<file path="src/rtl/serial_alu_if.sv">
// Shared ALU types and the request/response handshake bundle for serial_alu.
// Masters drive requests and accept responses; the slave modport is the ALU side.

package serial_alu_pkg;
  typedef logic [31:0] word_t;

  typedef enum logic [3:0] {
    AluNop,
    AluAdd,
    AluSub,
    AluSlt,
    AluSltu,
    AluXor,
    AluOr,
    AluAnd,
    AluSll,
    AluSrl,
    AluSra
  } alu_fn_t;
endpackage

interface serial_alu_if;
  logic                     req_valid;
  logic                     req_ready;
  serial_alu_pkg::alu_fn_t  req_fn;
  serial_alu_pkg::word_t    req_a;
  serial_alu_pkg::word_t    req_b;
  logic                     rsp_valid;
  logic                     rsp_ready;
  serial_alu_pkg::word_t    rsp_r;

  modport master (
    output req_valid, req_fn, req_a, req_b, rsp_ready,
    input  req_ready, rsp_valid, rsp_r
  );

  modport slave (
    input  req_valid, req_fn, req_a, req_b, rsp_ready,
    output req_ready, rsp_valid, rsp_r
  );
endinterface

</file>
<file path="src/rtl/serial_alu.sv">
// Multi-cycle ALU with valid/ready handshakes; shifts iterate one bit per cycle unless
// SERIAL_ALU_BARREL_SHIFT_EN is defined, in which case every op completes at acceptance.

module serial_alu
  import serial_alu_pkg::*;
(
  input  logic         clk,
  input  logic         reset_n,
  serial_alu_if.slave  bus
);

`ifdef SERIAL_ALU_BARREL_SHIFT_EN
  typedef enum logic [1:0] {StIdle, StDone} state_t;
`else
  typedef enum logic [1:0] {StIdle, StShift, StDone} state_t;
  typedef enum logic [1:0] {ShLeft, ShRight, ShArith} shift_kind_t;
`endif

  state_t state_q, state_d;
  word_t  rsp_q, rsp_d;

  function automatic word_t alu_result(alu_fn_t fn, word_t a, word_t b);
    word_t r;
    case (fn)
      AluAdd:  r = a + b;
      AluSub:  r = a - b;
      AluSlt:  r = {31'b0, ($signed(a) < $signed(b))};
      AluSltu: r = {31'b0, (a < b)};
      AluXor:  r = a ^ b;
      AluOr:   r = a | b;
      AluAnd:  r = a & b;
`ifdef SERIAL_ALU_BARREL_SHIFT_EN
      AluSll:  r = a << b[4:0];
      AluSrl:  r = a >> b[4:0];
      AluSra:  r = word_t'($signed(a) >>> b[4:0]);
`endif
      // Unused encodings (and, in the iterative build, shifts) fall back to NOP.
      default: r = b;
    endcase
    return r;
  endfunction

`ifndef SERIAL_ALU_BARREL_SHIFT_EN
  word_t       acc_q, acc_d;
  logic [4:0]  cnt_q, cnt_d;
  shift_kind_t kind_q, kind_d;
  word_t       acc_step;
  logic        req_is_shift;
  shift_kind_t req_kind;

  always_comb begin
    acc_step = acc_q;
    unique case (kind_q)
      ShLeft:  acc_step = {acc_q[30:0], 1'b0};
      ShRight: acc_step = {1'b0, acc_q[31:1]};
      ShArith: acc_step = {acc_q[31], acc_q[31:1]};
      default: acc_step = acc_q;
    endcase
  end

  always_comb begin
    req_is_shift = 1'b1;
    req_kind     = ShLeft;
    case (bus.req_fn)
      AluSll:  req_kind = ShLeft;
      AluSrl:  req_kind = ShRight;
      AluSra:  req_kind = ShArith;
      default: req_is_shift = 1'b0;
    endcase
  end
`endif

  always_comb begin
    state_d = state_q;
    rsp_d   = rsp_q;
`ifndef SERIAL_ALU_BARREL_SHIFT_EN
    acc_d   = acc_q;
    cnt_d   = cnt_q;
    kind_d  = kind_q;
`endif
    case (state_q)
      StIdle: begin
        if (bus.req_valid) begin
          state_d = StDone;
`ifdef SERIAL_ALU_BARREL_SHIFT_EN
          rsp_d   = alu_result(bus.req_fn, bus.req_a, bus.req_b);
`else
          if (!req_is_shift) begin
            rsp_d = alu_result(bus.req_fn, bus.req_a, bus.req_b);
          end else if (bus.req_b[4:0] == 5'd0) begin
            rsp_d = bus.req_a;
          end else begin
            acc_d   = bus.req_a;
            cnt_d   = bus.req_b[4:0];
            kind_d  = req_kind;
            state_d = StShift;
          end
`endif
        end
      end
`ifndef SERIAL_ALU_BARREL_SHIFT_EN
      StShift: begin
        acc_d = acc_step;
        cnt_d = cnt_q - 5'd1;
        // Last step: publish the shifted value on the same edge the counter hits zero.
        if (cnt_q == 5'd1) begin
          rsp_d   = acc_step;
          state_d = StDone;
        end
      end
`endif
      StDone: begin
        if (bus.rsp_ready) begin
          state_d = StIdle;
        end
      end
      default: state_d = StIdle;
    endcase
  end

  always_ff @(posedge clk or negedge reset_n) begin
    if (!reset_n) begin
      state_q <= StIdle;
      rsp_q   <= '0;
    end else begin
      state_q <= state_d;
      rsp_q   <= rsp_d;
    end
  end

`ifndef SERIAL_ALU_BARREL_SHIFT_EN
  always_ff @(posedge clk or negedge reset_n) begin
    if (!reset_n) begin
      acc_q  <= '0;
      cnt_q  <= '0;
      kind_q <= ShLeft;
    end else begin
      acc_q  <= acc_d;
      cnt_q  <= cnt_d;
      kind_q <= kind_d;
    end
  end
`endif

  // Handshake outputs come straight from registered state.
  assign bus.req_ready = (state_q == StIdle);
  assign bus.rsp_valid = (state_q == StDone);
  assign bus.rsp_r     = rsp_q;

endmodule

</file>
<file path="src/flat_wrapper.sv">
// flat-port wrapper written by rule: the top's interface ports become plain ports
module serial_alu_flat import serial_alu_pkg::*;
  (clk, reset_n, bus_req_valid, bus_req_fn, bus_req_a, bus_req_b, bus_rsp_ready, bus_req_ready, bus_rsp_valid, bus_rsp_r);
  serial_alu_if bus_i ();
  input  logic clk;
  input  logic reset_n;
  input wire logic [$bits(bus_i.req_valid)-1:0] bus_req_valid;
  input wire logic [$bits(bus_i.req_fn)-1:0] bus_req_fn;
  input wire logic [$bits(bus_i.req_a)-1:0] bus_req_a;
  input wire logic [$bits(bus_i.req_b)-1:0] bus_req_b;
  input wire logic [$bits(bus_i.rsp_ready)-1:0] bus_rsp_ready;
  output wire logic [$bits(bus_i.req_ready)-1:0] bus_req_ready;
  output wire logic [$bits(bus_i.rsp_valid)-1:0] bus_rsp_valid;
  output wire logic [$bits(bus_i.rsp_r)-1:0] bus_rsp_r;
  assign bus_i.req_valid = bus_req_valid;
  assign bus_i.req_fn = bus_req_fn;
  assign bus_i.req_a = bus_req_a;
  assign bus_i.req_b = bus_req_b;
  assign bus_i.rsp_ready = bus_rsp_ready;
  assign bus_req_ready = bus_i.req_ready;
  assign bus_rsp_valid = bus_i.rsp_valid;
  assign bus_rsp_r = bus_i.rsp_r;
  serial_alu u_core (.clk(clk), .reset_n(reset_n), .bus(bus_i));
endmodule
</file>
<file path="config.mk">
export PLATFORM = sky130hd
export DESIGN_NAME = serial_alu_flat
export DESIGN_NICKNAME = d
export VERILOG_FILES = /design/src/rtl/serial_alu_if.sv /design/src/rtl/serial_alu.sv /design/src/flat_wrapper.sv
export SDC_FILE = /design/constraint.sdc
export NUM_CORES = 1
export LEC_CHECK = 0
export BUFFER_PORTS_ARGS = -buffer_cell sky130_fd_sc_hd__buf_2
export CAP_MARGIN = 10
export CORE_ASPECT_RATIO = 0.7
export CORE_MARGIN = 4
export CORE_UTILIZATION = 55
export DETAILED_ROUTE_END_ITERATION = 12
export PLACE_DENSITY = 0.78
export SLEW_MARGIN = 25
export SYNTH_ARGS = -nofsm -noshare
export SYNTH_HDL_FRONTEND = slang
export SYNTH_SLANG_ARGS = --single-unit
</file>
<file path="constraint.sdc">
create_clock -name clk -period 2.1 [get_ports clk]
set_clock_uncertainty 0.1 [all_clocks]
set_input_delay 0.105 -clock clk [delete_from_list [all_inputs] [get_ports clk]]
set_output_delay 0.105 -clock clk [all_outputs]
set_load 0.05 [all_outputs]
</file>
==> summary.md, run 1 <==
| Metric | Value |
|---|---|
| Largest net degree at the start of global routing | `48` |
| I/O Buffers | `105` |
| Starting Density | `0.5711` |
| Largest area contributor in the netlist | `dfrtp_1` |
| Worst EP Category | `sequential cell input` |
| Area after DPL | `14080 um^2` |
| H-tree depth | `3` |
| Async S/R FF share, synth | `1.000` |
| Simple-gate area share of the yosys netlist | `0.2041` |
| Avg Cell Area, Syn | `7.065 um^2` |
| CTS root buf | `clkbuf_16` |
| GRT overflow | `313` |
| # clock sinks | `73` |
| Synth Flop Type | `dfrtp_1` |
| Yosys warning total | `0` |
| Height of the chip | `120.8 um` |
| Total track usage | `0.8839` |
| Top Ports | `106` |
| Syn Inst Count | `1416` |
| Post-synth EDFFs | `0` |
| Halt Stage | `global routing (5_1_grt)` |
| Clock Path Buffers | `2` |
| Adder-Cell Fraction of Synth Area | `0.1353` |
| Synthesized flop and latch total | `73` |
| Num CTS Buffers | `9` |
| Sequential share of the synthesized area | `0.1826` |
| Mapped cell area | `10000 um^2` |
| Top post-synthesis cells by area | `dfrtp_1 (18%), ha_1 (13%), a21oi_1 (8.1%)` |
| Mux share of post-synthesis cell area | `0.01914` |
| Crit. endpoint post-GRT repair | `u_core.bus.rsp_r[30]$_DFFE_PN0P_/D` |
| Stop err | `[ERROR GRT-0232] Routing congestion too high. Check the congestion heatmap in the GUI.` |
| Die Span X | `169.2 um` |
| Xor/xnor share of the synthesized area | `0.006129` |
| Status | `did not finish` |
| DP HPWL | `35.66 mm` |
| Synthesized net count | `1595` |
| Complex-gate fraction of the synthesized area | `0.3717` |
| Num rows | `40` |
| GPL Wtd Cong | `1.039` |
| Yosys top cell area share | `0.1826` |
| Synth cell types | `93` |
| Placed insts | `2075` |
| Largest family of logic cells by synthesized area | `compound AO/OA/AOI/OAI gates` |
==> kinds of logic after synthesis <==
kind of cell,count (synthesis)
XOR/XNOR,7
AO/OA/AOI/OAI,570
adder cells (fa/ha/maj),107
AND/OR/NAND/NOR,434
multiplexers,19
flip-flops,73
buffers and inverters,206
==> Yosys cell counts, types with 8 or more instances <==
cell type	instances
buf_2	11
o21bai_1	16
a21oi_1	161
o21a_1	8
o211ai_1	27
nor3_1	47
o21ai_1	24
nor4_1	8
nor2_1	130
ha_1	105
nor2b_1	28
a211oi_1	24
a21o_1	15
a31oi_1	36
o21ai_0	126
nand2b_1	19
nand3_1	24
o31ai_1	15
or3_1	17
a221oi_1	17
dfrtp_1	73
clkbuf_1	76
nand2_1	123
inv_1	103
mux2i_1	18
==> stage by stage <==
stage	TNS [ps]	hold slack (ps)	setup slack, ps	utilization
after CTS	-4984	17.15	-356.7	0.9069
after detailed placement	-21670	73.82	-911.2	0.8036
after global placement	-19540	66.67	-849.6	0.8036
after floorplan	-4717	-290.6	-525.7	-
==> timing repair <==
action,4_1_cts
setup buffers,40
pin swaps,117
endpoints found under the hold margin,47
endpoints found under the setup margin,33
hold buffers,2
resized for setup,257
cloned,3
==> per-layer routing <==
metal | GRT overflow | track usage
met5 | 1 | 0.5141
met1 | 6 | 0.8620
met2 | 137 | 0.9816
met3 | 25 | 0.8108
met4 | 144 | 0.9266
==> inputs of run 2 (changes only) <==
--- a/config.mk
+++ b/config.mk
@@ -7,11 +7,10 @@
 export LEC_CHECK = 0
 export BUFFER_PORTS_ARGS = -buffer_cell sky130_fd_sc_hd__buf_2
 export CAP_MARGIN = 10
-export CORE_ASPECT_RATIO = 0.7
 export CORE_MARGIN = 4
-export CORE_UTILIZATION = 55
+export CORE_UTILIZATION = 40
 export DETAILED_ROUTE_END_ITERATION = 12
-export PLACE_DENSITY = 0.78
+export PLACE_DENSITY_LB_ADDON = 0.15
 export SLEW_MARGIN = 25
 export SYNTH_ARGS = -nofsm -noshare
 export SYNTH_HDL_FRONTEND = slang
==> constraint.sdc (replaced) <==
create_clock -name clk -period 2.7 [get_ports clk]
set_clock_uncertainty 0.1 [all_clocks]
set_input_delay 0.135 -clock clk [delete_from_list [all_inputs] [get_ports clk]]
set_output_delay 0.135 -clock clk [all_outputs]
set_load 0.05 [all_outputs]
==> summary.md, run 2 <==
| Metric | Value |
|---|---|
| Hold Path Class | `primary input to flip-flop` |
| Largest net degree at the start of global routing | `46` |
| R2r endpoint | `u_core.bus.rsp_r[9]` |
| Flop-to-flop setup slack | `200 ps` |
| Top post-synthesis cells by area | `dfrtp_1 (18%), ha_1 (13%), a21oi_1 (8.1%)` |
| Worst path required time | `2830 ps` |
| Via-to-Cell Ratio | `5.967` |
| Final WS setup | `-14.09 ps` |
| Number of global-route vias before repair | `11990` |
| Worst hold path depth | `3` |
| Die Span X | `166.1 um (-1.8%)` |
| Crit. End Element | `flip-flop` |
| Power Density | `644.2 nW/um^2` |
| Crit start category | `primary input` |
| Die ar. | `27600 um^2` |
| Failing checks | `negative setup slack` |
| Synth cell types | `93 (unchanged)` |
| Synthesized net count | `1595 (unchanged)` |
| Met1 wire length | `19.65 mm` |
| Largest area contributor in the netlist | `dfrtp_1` |
| Top post-synthesis cells by count | `a21oi_1 (161), nor2_1 (130), o21ai_0 (126)` |
| Top sig layer | `met5` |
| Core area | `24460 um^2` |
| Crit-path max FO | `4` |
| Number of remaining DRC errors | `0` |
| Starting Density | `0.4089 (-0.1621)` |
| Clock Path Buffers | `2 (unchanged)` |
| Yosys top cell area share | `0.1826 (unchanged)` |
| Seq. cell area | `1828 um^2` |
| Async S/R FF share, synth | `1.000 (unchanged)` |
| Syn Inst Count | `1416 (unchanged)` |
| Achievable Freq | `0.3684 GHz` |
| Most common cell after layout, fill and taps aside | `buf_4` |
| Most frequent cells in the layout | `buf_4 (296), a21oi_1 (157), nor2_1 (127)` |
| Layout area overhead | `36.56%` |
| Worst skew pair latency | `350 ps` |
| Fin. max-slew vios | `0` |
| Synth Flop Type | `dfrtp_1` |
| Worst Hold End | `u_core.acc_q[24]` |
| Top Ports | `106 (unchanged)` |
| Post-layout nets | `1922` |
| Period minus WS final | `2714 ps` |
| Num rows | `57 (+43%)` |
| Initial DRC Count | `1205` |
| Antenna violations before repair | `2` |
| Final period util | `1.005` |
| Sequential share of the synthesized area | `0.1826 (unchanged)` |
| Mapped cell area | `10000 um^2 (unchanged)` |
| Post-synth EDFFs | `0 (unchanged)` |
| Slew @ Worst Pin | `666.0 ps` |
| Setup CP Type | `primary input to flip-flop` |
| Height of the chip | `166.1 um (+37%)` |
| Worst VDD drop | `0.4280 mV` |
| Unrepaired setup endpoints after global routing | `true` |
| DP HPWL | `35.28 mm (-1.1%)` |
| DRT Pass-1 Iters | `5` |
| GPL Wtd Cong | `0.9529 (-8.3%)` |
| WL met3 | `3.340 mm` |
| First-pass GRT wire length | `68.88 mm` |
| Share of layout cells above drive strength 1 | `0.2931` |
| Routed wire length | `44.74 mm` |
| Cells on worst reg2reg path | `10` |
| Total track usage | `0.3107` |
| Met2 wire len | `20.12 mm` |
| I/O Buffers | `105 (unchanged)` |
| Leak Pwr | `6.236 nW` |
| # clock sinks | `73 (unchanged)` |
| Total vias in the final route | `12360` |
| RR Startpoint | `u_core.cnt_q[1]` |
| Avg Cell Area, Syn | `7.065 um^2 (unchanged)` |
| Num CTS Buffers | `9 (unchanged)` |
| Top-count cell post-synth | `a21oi_1` |
| Yosys warning total | `0 (unchanged)` |
| Routed length per instance | `21.59 um` |
| GRT overflow | `0` |
| CTS root buf | `clkbuf_16` |
| Number of max-cap violations | `0` |
| Fillcell total | `2389` |
| Worst rel slew slack | `0.5555` |
| Final Hold Fails | `0` |
| Area of the multi-input gates | `7695 um^2` |
| Synthesized flop and latch total | `73 (unchanged)` |
| CTS tree | `done` |
| Setup Viol. Count Final | `1` |
| Final core occ | `0.5584` |
| Hold Slack | `5.577 ps` |
| Final ANT Viol Nets | `0` |
| Status | `complete, but fails checks` |
| Hold Crit Start | `bus_req_a[24]` |
| CTS clk-pin slew, worst paths | `70 ps` |
| Crit path DAT | `2850 ps` |
| H-tree depth | `3 (unchanged)` |
==> run 2: report_power, final <==
| part | switching, W | leakage (nW) | total [W] | internal (W) |
|---|---|---|---|---|
| Clock | 0.000540 | 0.131 | 0.00125 | 0.000711 |
| Sequential | 0.000472 | 0.861 | 0.00209 | 0.00161 |
| Combinational | 0.00355 | 5.24 | 0.00546 | 0.00191 |
==> run 2: cell type report <==
cell class / count / area share
Antenna cell: 1 / 0.0001832
Clock buffer: 10 / 0.01676
Multi-Input combinational cell: 1137 / 0.5633
Timing Repair Buffer: 412 / 0.2207
Clock inverter: 5 / 0.004213
Tap cell: 324 / 0.02968
Inverter: 110 / 0.03132
Sequential cell: 73 / 0.1338
==> run 2: timing repair <==
item,4_1_cts,5_1_grt
endpoints found under the setup margin,2,16
buffers inserted,0,9
gates resized for setup,2,68
pin swaps,0,19
hold buffers,3,0
endpoints found under the hold margin,39,0
==> run 2: how the worst max path moves through the flow <==
stage	startpoint	to	slack, ps	cells past startpoint
finish	bus_req_a[0]	u_core.bus.rsp_r[24]	-10	15
global route	bus_req_a[0]	u_core.bus.rsp_r[24]	-90	15
CTS	bus_req_b[0]	u_core.bus.rsp_r[26]	9	14
detailed placement	bus_req_a[6]	u_core.bus.rsp_r[14]	-390	13
global placement	bus_req_a[6]	u_core.bus.rsp_r[14]	-390	13
floorplan	bus_req_a[5]	u_core.bus.rsp_r[30]	20	12
==> run 2: metrics by stage <==
step / std cells / power (W) / area (um^2) / worst slack (ps) / setup TNS [ps]
after global routing: 2071 / 0.009385 / 13660 / -87.68 / -101.6
after detailed placement: 2044 / 0.007357 / 12960 / -386.4 / -5548
after floorplan: 1416 / 0.005356 / 10060 / 24.71 / 0
after CTS: 2062 / 0.008632 / 13290 / 9.438 / 0
final: 2072 / 0.008799 / 13660 / -14.09 / -14.09
after global placement: 2044 / 0.007296 / 12960 / -388.6 / -4968
==> run 2: cell families after synthesis <==
kind of cell | after synthesis | share of synthesized area
buffers and inverters | 206 | 0.08092
multiplexers | 19 | 0.01914
XOR/XNOR | 7 | 0.006129
AND/OR/NAND/NOR | 434 | 0.2041
flip-flops | 73 | 0.1826
AO/OA/AOI/OAI | 570 | 0.3717
adder cells (fa/ha/maj) | 107 | 0.1353
==> run 2: critical path, cell delays in order <==
cell and delay (ps):
buf_8 90, inv_6 30, ha_4 150, inv_2 50, fa_2 230, nand2b_4 70, a211oi_4 380, o21ai_4 130
o31a_1 380, o21a_1 240, o41ai_2 290, buf_4 200, a31oi_4 80, o31ai_2 270, a21oi_1 90
==> run 2: layer usage <==
| layer | vias up | GRT usage |
|---|---|---|
| li1 | 5808 | - |
| met1 | 5881 | 0.4228 |
| met2 | 576 | 0.4973 |
| met3 | 96 | 0.05284 |
| met4 | 2 | 0.1119 |
| met5 | - | 0 |
No activity file was read; power rests on OpenSTA's default activity.
